### config.mk
export PLATFORM = sky130hd
export DESIGN_NAME = pc_fetch_unit
export DESIGN_NICKNAME = d
export VERILOG_FILES = /design/src/rtl/riscv_fetch_pkg.sv /design/src/rtl/fetch_out_reg.sv /design/src/rtl/pc_fetch_unit.sv
export SDC_FILE = /design/constraint.sdc
export NUM_CORES = 1
export LEC_CHECK = 0
export ABC_AREA = 1
export ABC_CLOCK_PERIOD_IN_PS = 1800
export CAP_MARGIN = 20
export CORE_MARGIN = 1.5
export CORE_UTILIZATION = 25
export CTS_CLUSTER_SIZE = 16
export DETAILED_ROUTE_END_ITERATION = 10
export HOLD_SLACK_MARGIN = 0.02
export PLACE_DENSITY = 0.57
export SETUP_SLACK_MARGIN = 0.4
export SLEW_MARGIN = 20
export SYNTH_ARGS = -nofsm -noshare
export SYNTH_HDL_FRONTEND = slang
export SYNTH_SLANG_ARGS = --single-unit
### constraint.sdc
create_clock -name clk -period 1.8 [get_ports clk]
set_input_delay 0.36 -clock clk [delete_from_list [all_inputs] [get_ports clk]]
set_output_delay 0.36 -clock clk [all_outputs]
set_load 0.01 [all_outputs]
### src/rtl/riscv_fetch_pkg.sv
// Shared definitions for the instruction-fetch front end: fetch FSM states,
// the sequential PC increment and the default reset vector.
package riscv_fetch_pkg;

  typedef enum logic [2:0] {
    S_IDLE,
    S_REQ,
    S_WAIT,
    S_DRAIN,
    S_HOLD,
    S_FAULT
  } fetch_state_e;

  localparam int unsigned PC_INCR = 4;
  localparam logic [63:0] DEFAULT_RESET_VECTOR = 64'h0;

endpackage : riscv_fetch_pkg

### src/rtl/fetch_out_reg.sv
// Output register toward decode: holds inst_data/inst_pc/inst_valid.
// Priority is reset > clear > load > hold. Clear only drops valid; the
// stale word is harmless because decode qualifies it with inst_valid.
module fetch_out_reg #(
  parameter int unsigned XLEN = 64
) (
  input  logic            clk,
  input  logic            reset,
  input  logic            load,
  input  logic            clear,
  input  logic [31:0]     data_in,
  input  logic [XLEN-1:0] pc_in,
  output logic            valid,
  output logic [31:0]     data,
  output logic [XLEN-1:0] pc
);

  // Capture a fresh instruction, drop it, or hold it stable for decode.
  // NOTE: the data/pc registers are reset as well as valid, so decode never
  // sees X on the bus even though it should ignore it while valid is low.
  always_ff @(posedge clk) begin
    if (reset) begin
      valid <= 1'b0;
      data  <= '0;
      pc    <= '0;
    end else if (clear) begin
      valid <= 1'b0;
    end else if (load) begin
      valid <= 1'b1;
      data  <= data_in;
      pc    <= pc_in;
    end
  end

endmodule : fetch_out_reg

### src/rtl/pc_fetch_unit.sv
// Instruction-fetch front end: owns the PC, keeps exactly one imem request
// outstanding and hands each returned word to decode with its PC.
// Optional feature macro: FETCH_MISALIGN_CHK_EN -- when defined, a redirect
// to a non-word-aligned target latches misalign_fault and parks the unit in
// FAULT until reset; when undefined, the target's low two bits are dropped.
module pc_fetch_unit
  import riscv_fetch_pkg::*;
#(
  parameter int unsigned     XLEN         = 64,
  parameter logic [XLEN-1:0] RESET_VECTOR = XLEN'(DEFAULT_RESET_VECTOR)
) (
  input  logic            clk,
  input  logic            reset,
  output logic            imem_req_valid,
  input  logic            imem_req_ready,
  output logic [XLEN-1:0] imem_req_addr,
  input  logic            imem_rsp_valid,
  input  logic [31:0]     imem_rsp_data,
  output logic            inst_valid,
  input  logic            inst_ready,
  output logic [31:0]     inst_data,
  output logic [XLEN-1:0] inst_pc,
  input  logic            redirect,
  input  logic [XLEN-1:0] redirect_target,
  output logic            misalign_fault
);

  localparam logic [XLEN-1:0] ALIGN_MASK = ~(XLEN'(3));

  fetch_state_e    state;
  logic [XLEN-1:0] pc;
  logic [XLEN-1:0] redirect_pc;
  logic            req_valid_q;
  logic            redirect_bad;
  logic            accept;
  logic            out_load;
  logic            out_clear;

`ifdef FETCH_MISALIGN_CHK_EN
  logic fault_q;
  assign redirect_pc    = redirect_target;
  assign redirect_bad   = redirect && (redirect_target[1:0] != 2'b00) && (state != S_FAULT);
  assign misalign_fault = fault_q;
`else
  assign redirect_pc    = redirect_target & ALIGN_MASK;
  assign redirect_bad   = 1'b0;
  assign misalign_fault = 1'b0;
`endif

  assign accept         = req_valid_q && imem_req_ready;
  assign imem_req_valid = req_valid_q;
  assign imem_req_addr  = pc;

  // Fetch FSM: PC update, state sequencing and the registered request valid.
  // NOTE: all state here uses non-blocking assignments so every branch reads
  // the pre-edge values of pc/state regardless of statement order.
  always_ff @(posedge clk) begin
    if (reset) begin
      state       <= S_IDLE;
      pc          <= RESET_VECTOR;
      req_valid_q <= 1'b0;
`ifdef FETCH_MISALIGN_CHK_EN
      fault_q     <= 1'b0;
`endif
    end else if (redirect_bad) begin
      state       <= S_FAULT;
      req_valid_q <= 1'b0;
`ifdef FETCH_MISALIGN_CHK_EN
      fault_q     <= 1'b1;
`endif
    end else begin
      case (state)
        S_IDLE: begin
          if (redirect) pc <= redirect_pc;
          state       <= S_REQ;
          req_valid_q <= 1'b1;
        end
        S_REQ: begin
          if (redirect) begin
            pc <= redirect_pc;
            if (accept) begin
              state       <= S_DRAIN;
              req_valid_q <= 1'b0;
            end
          end else if (accept) begin
            state       <= S_WAIT;
            req_valid_q <= 1'b0;
          end
        end
        S_WAIT: begin
          if (redirect) begin
            pc <= redirect_pc;
            if (imem_rsp_valid) begin
              state       <= S_REQ;
              req_valid_q <= 1'b1;
            end else begin
              state <= S_DRAIN;
            end
          end else if (imem_rsp_valid) begin
            state <= S_HOLD;
          end
        end
        S_DRAIN: begin
          if (redirect) pc <= redirect_pc;
          if (imem_rsp_valid) begin
            state       <= S_REQ;
            req_valid_q <= 1'b1;
          end
        end
        S_HOLD: begin
          if (redirect) begin
            pc          <= redirect_pc;
            state       <= S_REQ;
            req_valid_q <= 1'b1;
          end else if (inst_ready) begin
            pc          <= pc + XLEN'(PC_INCR);
            state       <= S_REQ;
            req_valid_q <= 1'b1;
          end
        end
        S_FAULT: begin
          req_valid_q <= 1'b0;
        end
        default: begin
          state       <= S_IDLE;
          req_valid_q <= 1'b0;
        end
      endcase
    end
  end

  // Output-register controls: load on an accepted response, clear when the
  // held instruction leaves (handshake or redirect) or on a fault.
  // NOTE: both controls get a default first so no latch is inferred.
  always_comb begin
    out_load  = 1'b0;
    out_clear = 1'b0;
    if (state == S_WAIT && imem_rsp_valid && !redirect) out_load = 1'b1;
    if (state == S_HOLD && (redirect || inst_ready))    out_clear = 1'b1;
    if (redirect_bad)                                   out_clear = 1'b1;
  end

  fetch_out_reg #(
    .XLEN (XLEN)
  ) u_out_reg (
    .clk     (clk),
    .reset   (reset),
    .load    (out_load),
    .clear   (out_clear),
    .data_in (imem_rsp_data),
    .pc_in   (pc),
    .valid   (inst_valid),
    .data    (inst_data),
    .pc      (inst_pc)
  );

endmodule : pc_fetch_unit

==> summary.md, run 1 <==
| Metric | Value |
|---|---|
| IO Pins | `265` |
| Post-Synthesis Cells | `roughly 1,400` |
| Root buffer cell | `clkbuf_16` |
| CP max FO | `3` |
| Max-cap violations | `0` |
| Min-delay src | `reset` |
| Crit path DAT | `2.11 ns` |
| Mean post-synth cell area | `around 6.3 um2` |
| Core area | `around 0.034 mm2` |
| Worst-skew pair later-pin latency | `roughly 0.46 ns` |
| RSZ-0062 raised after global routing | `true` |
| Vias in the first global route | `just over 10,000` |
| Cell mode on critical path | `buf_4` |
| Maximum VDD drop | `around 0.66 mV` |
| Initial Util | `0.2534` |
| Vias | `around 11,000` |
| Vias per cell | `roughly 4.8` |
| # rows | `68` |
| Crit path max-delay family | `simple AND/OR/NAND/NOR gates` |
| Largest net degree at the start of global routing | `67` |
| Reg-to-reg setup timing slack | `0.07 ns` |
| Most frequent cells in the layout | `nand2_1 (336), a21oi_1 (148), buf_4 (148)` |
| First-pass GRT wire length | `~60,000 um` |
| Worst Hold Endpoint | `u_out_reg.pc[18]` |
| RR Startpoint | `imem_req_addr[17]` |
| Setup violators final | `0` |
| Routability cong. | `just under 1` |
| CP startpoint kind | `flip-flop` |
| Leakage power | `about 7.5 nW` |
| Die Y | `~190 um` |
| Req. time, crit path | `around 2.2 ns` |
| Crit share post-route | `0.9626` |
| Worst Hold Class | `primary input to flip-flop` |
| PortBufs | `approximately 260` |
| Max stage delay on crit path | `0.38 ns` |
| Fin. Hold Viols | `0` |
| Crit path cell chain | `nand2_1, nor2_1, nand2_2, nor2_4, buf_4, buf_4, xor2_1, o21bai_1, a21oi_1` |
| Crit path capture type | `flip-flop` |
| Register area share after synthesis | `0.3692` |
| Pwr/cell area | `about 660 mW/mm2` |
| Critical path class | `flip-flop to flip-flop` |
| Highest-delay cell along the critical path | `dfxtp_4` |
| Status | `completed` |
| Final max-slew violation count | `0` |
| Initial antenna violation count | `0` |
| Detail Placement HPWL | `28,170 um` |
| Setup Skew | `approximately 0.022 ns` |
| Hold depth | `2` |
| DRT Wirelength | `between 40,000 and 50,000 um` |
| DR WL/cell | `about 19 um` |
| FF+latch count, synth | `around 160` |
| Iter 0 DRT Violations | `between 800 and 900` |
| Antenna cell count | `0` |
| Clock tree buffer depth | `2` |
| RR Endpoint | `imem_req_addr[20]` |
| Post-layout minimum cycle time | `1.733 ns` |
| R2R depth | `9` |
| Die width | `~190 um` |
| Fin util | `0.4687` |
| Worst path bufs/invs | `2` |
| Most common cell after layout, fill and taps aside | `nand2_1` |
| Die area | `0.03605 mm2` |
| Pre-CTS setup slack | `-0.2752 ns` |
| Synth unique cells | `36` |
| Clk sinks | `161` |
| Area Growth Syn to Fin | `84.97%` |
| Area after DPL | `roughly 0.013 mm2` |
| CTS tree | `built` |
| CTS buffer count | `17` |
| Share of layout cells above drive strength 1 | `0.3606` |
| Final Instance Area | `0.01615 mm2` |
| Residual DRC | `0` |
| Fmax | `577.1 MHz` |
| Grt ovf | `0` |
| Power Total | `approximately 0.011 W` |
| Hold_buf cts | `0` |
| Gr usage total | `0.2172` |
| PnR worst setup slack | `roughly 0.067 ns` |
| DRT Pass-1 Iters | `5` |
| Clock transition at path regs | `roughly 0.07 ns` |
| H-tree Lvls | `4` |
| Warnings, synthesis | `0` |
| Antenna viol nets, final | `0` |
| Netlist Area Pre-Place | `between 0.008 and 0.009 mm2` |
| Final nets | `approximately 2,000` |
## state kept, by name, indices dropped and copies added, names as in the netlist
signal           flops
u_out_reg.pc        62
state                3
u_out_reg.valid      1
u_out_reg.data      32
imem_req_valid       1
imem_req_addr       62
## Yosys cell counts
library cell	count	area, um2
nor2_1	127	476.7
clkbuf_2	2	10.01
nor2_2	7	43.79
o22ai_1	1	6.260
nor3_1	7	35.03
buf_4	11	82.58
o21ai_0	77	385.4
a21oi_2	1	8.760
o31ai_1	1	7.510
nand4_1	16	100.1
nand3b_1	3	22.52
xor2_1	9	78.83
inv_2	3	11.26
o21ai_1	2	10.01
or2_0	2	12.51
conb_1	1	3.750
a31oi_1	1	6.260
o211ai_1	4	30.03
mux2i_1	1	10.01
a311oi_1	1	8.760
nand2_1	399	1498
ha_1	1	12.51
nand2_2	4	25.02
a21oi_1	162	810.8
nor2_4	5	56.30
a211oi_1	1	7.510
xnor2_1	12	105.1
nor4_4	1	21.27
o21ai_2	1	8.760
o21bai_1	13	97.59
nand3_1	163	815.8
inv_1	111	416.7
clkbuf_1	47	176.4
dfxtp_1	161	3223
buf_2	20	100.1
or2_2	1	6.260
## layout make-up
cell class	instances	area, um2
Clock buffer	17	425.4
Timing Repair Buffer	522	5563
Sequential cell	161	3400
Multi-Input combinational cell	1029	5614
Clock inverter	15	142.6
Tap cell	455	569.3
Inverter	114	435.4
Fill cell	3389	18310
## routing by layer
layer / track usage / wire length, um
met1: 0.2823 / 19350
met2: 0.3619 / 20920
met3: 0.04132 / 2304
met4: 0.06654 / 1282
met5: 0 / 0
## worst max-delay path by stage
stage | from | to | slack (ns) | cells past startpoint
4_1_cts | imem_req_addr[3] | imem_req_addr[52] | 0.08 | 12
3_5_place_dp | redirect | imem_req_addr[59] | -0.28 | 8
3_3_place_gp | redirect | imem_req_addr[48] | -0.24 | 8
6_report | imem_req_addr[17] | imem_req_addr[20] | 0.07 | 9
5_1_grt | imem_req_addr[17] | imem_req_addr[20] | -0.05 | 9
2_1_floorplan | imem_req_addr[3] | imem_req_addr[26] | 0.33 | 9
## worst reg2reg max path, stage by stage (launching register included)
cell and delay (ns):
dfxtp_4 0.38, nand2_1 0.13, nor2_1 0.27, nand2_2 0.17, nor2_4 0.17, buf_4 0.12
buf_4 0.09, xor2_1 0.14, o21bai_1 0.08, a21oi_1 0.13
## repair_timing
item	in CTS	in global routing
setup endpoints to repair	318	284
cloned	6	20
setup buffers	74	26
pin swaps	28	59
gates resized for setup	615	271
## logic make-up after synthesis
kind of cell	synth area share
XOR/XNOR	0.02107
other	0.0004295
adder cells (fa/ha/maj)	0.001433
multiplexers	0.001147
flip-flops	0.3692
AND/OR/NAND/NOR	0.3565
buffers and inverters	0.09129
AO/OA/AOI/OAI	0.1589
## where the power goes
part / total, W / switching [W] / internal (W) / leakage, nW
sequential: 0.00397 / 0.000203 / 0.00377 / 1.35
clock: 0.00368 / 0.00185 / 0.00184 / 0.269
combinational: 0.00296 / 0.00143 / 0.00153 / 5.89
## stage by stage
stage	hold WS (ns)	instances	setup TNS [ns]
3_5_place_dp	0.4534	2155	-29.63
4_1_cts	0.2583	2267	0
3_3_place_gp	0.4482	2155	-27.96
5_1_grt	0.2721	2313	-0.06947
6_report	0.2689	2313	0
2_1_floorplan	0.4829	1383	0
Power figures use the tool's default switching activity.
==> inputs of run 2 (changes only) <==
Settings changed: CORE_UTILIZATION 25 to 48, CTS_CLUSTER_DIAMETER from default to 100, PLACE_DENSITY 0.57 to 0.91.
==> run 2 against run 1 <==
Synthesized cell count stayed put. Synthesized area stayed put. The run now fails in 5_1_grt.
==> summary.md, run 2 <==
| Metric | Value |
|---|---|
| IO Pins | `265 (unchanged)` |
| XOR/XNOR share of the synthesized area | `0.02107 (unchanged)` |
| Worst endpoint type | `sequential cell input` |
| Area after DPL | `0.01244 mm2 (-3.4%)` |
| Synth cell count leaders | `nand2_1 (399), nand3_1 (163), a21oi_1 (162), dfxtp_1 (161), nor2_1 (127)` |
| Die Y | `137.9 um (-27%)` |
| Grt ovf | `about 170` |
| Netlist Area Pre-Place | `0.008731 mm2 (unchanged)` |
| Number of synthesized flops with an enable pin | `0 (unchanged)` |
| Stopped at | `5_1_grt` |
| Err | `[ERROR GRT-0232] Routing congestion too high. Check the congestion heatmap in the GUI.` |
| Count leader, synth | `nand2_1` |
| Compound-Gate Fraction of Synth Area | `0.1589 (unchanged)` |
| Synth Area in Adders | `0.001433 (unchanged)` |
| Warnings, synthesis | `0 (unchanged)` |
| Cell total after placement | `1,903 (-12%)` |
| Synth unique cells | `36 (unchanged)` |
| FF+latch count, synth | `161 (unchanged)` |
| Root buffer cell | `clkbuf_16` |
| Clk sinks | `161 (unchanged)` |
| Clock tree buffer depth | `2 (unchanged)` |
| Post-synth top area cell | `dfxtp_1` |
| Async S/R FF share, synth | `0 (unchanged)` |
| Largest net degree at the start of global routing | `between 70 and 80` |
| Initial Util | `0.4877 (+0.2343)` |
| Mean post-synth cell area | `6.331 um2 (unchanged)` |
| Post-Synth Simple-Gate Area | `0.3565 (unchanged)` |
| Largest family of logic cells by synthesized area | `simple AND/OR/NAND/NOR gates` |
| Pre-CTS setup slack | `-0.2290 ns (+0.04617 ns)` |
| Primary FF master, synth | `dfxtp_1` |
| Routability cong. | `0.9973 (+3.5%)` |
| H-tree Lvls | `4 (unchanged)` |
| Post-synth top area share | `0.3692 (unchanged)` |
| Status | `aborted with a tool error` |
| Main area contributors after synthesis | `dfxtp_1 (37%), nand2_1 (17%), nand3_1 (9.3%), a21oi_1 (9.3%), nor2_1 (5.5%)` |
| Register area share after synthesis | `0.3692 (unchanged)` |
| Gr usage total | `0.8385` |
| Post-synthesis mux area share | `0.001146 (unchanged)` |
| CTS buffer count | `17 (unchanged)` |
| Detail Placement HPWL | `24,730 um (-12%)` |
| Post-Synthesis Cells | `1,379 (unchanged)` |
| PortBufs | `257 (unchanged)` |
| Die width | `137.9 um (-27%)` |
| # rows | `49 (-28%)` |
| Grt repair worst endpoint | `imem_req_addr[40]$_SDFFE_PP0P_/D` |
-- run 2: per-layer routing --
layer	track usage	overflow
met1	0.8288	2
met2	0.9649	88
met3	0.7233	2
met4	0.8721	72
met5	0.4028	2
-- run 2: logic make-up after synthesis --
kind of cell | Yosys count
AO/OA/AOI/OAI | 265
multiplexers | 1
other | 1
XOR/XNOR | 21
flip-flops | 161
buffers and inverters | 194
AND/OR/NAND/NOR | 735
adder cells (fa/ha/maj) | 1
-- run 2: repair_timing --
item / in CTS
pin swaps: 46
hold buffers: 0
setup endpoints to repair: 318
setup buffers: 65
cloned: 5
gates resized for setup: 606
-- run 2: metrics by stage --
stage               hold WS (ns)    util
floorplan                 0.4829       -
CTS                       0.3317  0.8033
global placement          0.4472  0.6948
detailed placement        0.4512  0.6948
==> inputs of run 3 (changes only) <==
Settings changed: CORE_UTILIZATION 48 to 40, CTS_CLUSTER_DIAMETER 100 to default, CTS_CLUSTER_SIZE 16 to default, HOLD_SLACK_MARGIN 0.02 to default, PLACE_DENSITY 0.91 to default, PLACE_DENSITY_LB_ADDON from default to 0.15, SETUP_SLACK_MARGIN 0.4 to default.
==> run 3 against run 2 <==
The flow now finishes without violations.
==> summary.md, run 3 (same netlist as run 1, synthesis figures left out) <==
| Metric | Value |
|---|---|
| Die area | `roughly 0.023 mm2` |
| Root buffer cell | `clkbuf_16` |
| CTS tree | `built` |
| Die Y | `150.7 um (+9.3%)` |
| Setup violators final | `0` |
| Final Non-Filler Cells | `~2,000` |
| Routability cong. | `0.9568 (-4.1%)` |
| Vias per cell | `approximately 5` |
| CP max FO | `6` |
| Highest-delay cell along the critical path | `clkdlybuf4s50_1` |
| Initial antenna violation count | `0` |
| Most common cell after layout, fill and taps aside | `nand2_1` |
| Clock power frac | `0.391` |
| Antenna viol nets, final | `0` |
| Critical path class | `flip-flop to primary output` |
| CTS buffer count | `17 (unchanged)` |
| Clock transition at path regs | `~0.070 ns` |
| Max stage delay on crit path | `0.58 ns` |
| Switching portion of total power | `0.2997` |
| Pwr/cell area | `~720 mW/mm2` |
| Setup TNS | `0 ns` |
| Reg power frac | `0.403` |
| CP startpoint kind | `flip-flop` |
| IO Pins | `265 (unchanged)` |
| Setup Skew | `about 0.0094 ns` |
| Worst Setup SP | `imem_req_addr[60]` |
| Worst path bufs/invs | `1` |
| RR Startpoint | `imem_req_addr[2]` |
| Maximum VDD drop | `0.6421 mV` |
| Vias | `approximately 10,000` |
| Initial Util | `0.4114 (-0.07626)` |
| Worst-skew pair later-pin latency | `roughly 0.44 ns` |
| Gr usage total | `0.2817` |
| Residual DRC | `0` |
| Crit path cell chain | `clkdlybuf4s50_1` |
| Antenna cell count | `0` |
| Internal power | `between 0.006 and 0.007 W` |
| Final Instance Area | `between 0.01 and 0.015 mm2` |
| Fin util | `0.6389` |
| Area after DPL | `0.01263 mm2 (+1.5%)` |
| DRT Pass-1 Iters | `5` |
| PortBufs | `257 (unchanged)` |
| Iter 0 DRT Violations | `roughly 700` |
| Min-delay src | `reset` |
| Crit share post-route | `0.9824` |
| Req. time, crit path | `1.44 ns` |
| Share of layout cells above drive strength 1 | `0.1681` |
| Post-layout minimum cycle time | `~1.8 ns` |
| Worst Hold Class | `primary input to flip-flop` |
| Area Growth Syn to Fin | `55.27%` |
| Met3 GRT Util | `0.03818` |
| Most used routing layer | `met2` |
| Die width | `150.7 um (+9.3%)` |
| Largest net degree at the start of global routing | `65` |
| Grt ovf | `0` |
| M1 GR Usage | `0.3905` |
| Fin. Hold Viols | `0` |
| H-tree Lvls | `4 (unchanged)` |
| Core area | `~0.021 mm2` |
| Combinational power share | `0.206` |
| RSZ-0062 raised after global routing | `true` |
| First-pass GRT wire length | `49,800 um` |
| DRT Wirelength | `about 33,000 um` |
| Clk sinks | `161 (unchanged)` |
| Leakage power | `5.359 nW` |
| Final max-slew violation count | `0` |
| Clock tree buffer depth | `2 (unchanged)` |
| Vias in the first global route | `about 9,300` |
| Fillcell total | `around 2,000` |
| Hold slack | `~0.23 ns` |
| Max-cap violations | `0` |
| Detail Placement HPWL | `24,220 um (-2.0%)` |
| DR WL/cell | `~16 um` |
| Status | `completed` |
| Final nets | `about 1,800` |
| Net switching power | `a little under 0.003 W` |
| # rows | `53 (+8.2%)` |
| Fmax | `between 500 and 600 MHz` |
| Most frequent cells in the layout | `nand2_1 (390), clkdlybuf4s50_1 (196), a21oi_1 (161)` |
| Crit path capture type | `primary output` |
| Met2 usage | `0.4491` |
| Cell total after placement | `1,984 (+4.3%)` |
| Crit path DAT | `approximately 1.4 ns` |
| Crit path max-delay family | `buffers and inverters` |
run 3: final cells by class:
type,instances,area [um2],share of cell area
inverters,114,430.4,0.03175
clock buffers,18,439.2,0.03239
well taps,275,344.1,0.02538
multi-input cells,1029,4933,0.3639
flip-flops and latches,161,3297,0.2432
clock inverters,14,167.7,0.01237
repair buffers,413,3945,0.2910
run 3: power groups by stage:
stage | Clock [W] | Sequential [W] | Combinational [W]
after floorplan | 0 | 0.00410 | 0.000831
after CTS | 0.00390 | 0.00394 | 0.00199
after global placement | 0 | 0.00401 | 0.00202
after detailed placement | 0 | 0.00401 | 0.00204
final | 0.00383 | 0.00394 | 0.00202
after global routing | 0.00402 | 0.00397 | 0.00220
run 3: worst reg2reg max path: stages (launching register included):
cell and delay, ns:
dfxtp_4 0.37, ha_4 0.17, inv_4 0.04, nor2_4 0.19, buf_12 0.15, nand2_8 0.07
nor2_4 0.13, buf_6 0.13, nand2_2 0.05, xnor2_1 0.11, o21bai_1 0.15, a21oi_1 0.09
run 3: per-stage QoR:
step / power (W) / setup WS, ns
floorplan: 0.004934 / 0.1079
global placement: 0.006023 / -0.1421
detailed placement: 0.006043 / -0.1775
CTS: 0.009828 / 0.002245
global route: 0.01019 / -0.07691
finish: 0.009791 / 0.03160
run 3: worst paths after layout:
path | endpoint | depth (start not counted) | slack, ns
setup reg to reg | imem_req_addr[22] | 11 | 0.04
hold / removal | imem_req_addr[9] | 2 | 0.23
setup / recovery | imem_req_addr[60] | 1 | 0.03
hold reg to reg | u_out_reg.data[30] | 2 | 0.46
run 3: timing repair:
| item | CTS | global route |
|---|---|---|
| gates cloned | 0 | 2 |
| endpoints found under the setup margin | 73 | 50 |
| pin swaps | 3 | 16 |
| setup buffers | 2 | 4 |
| gates resized for setup | 109 | 60 |
| endpoints found under the hold margin | 0 | 0 |
| hold buffers | 0 | 0 |
run 3: routing by layer:
| layer | share of wire | wire (um) |
|---|---|---|
| met3 | 0.068 | 2217 |
| met1 | 0.45 | 14700 |
| met4 | 0.021 | 689 |
| met2 | 0.46 | 15170 |
| met5 | 0 | 0 |
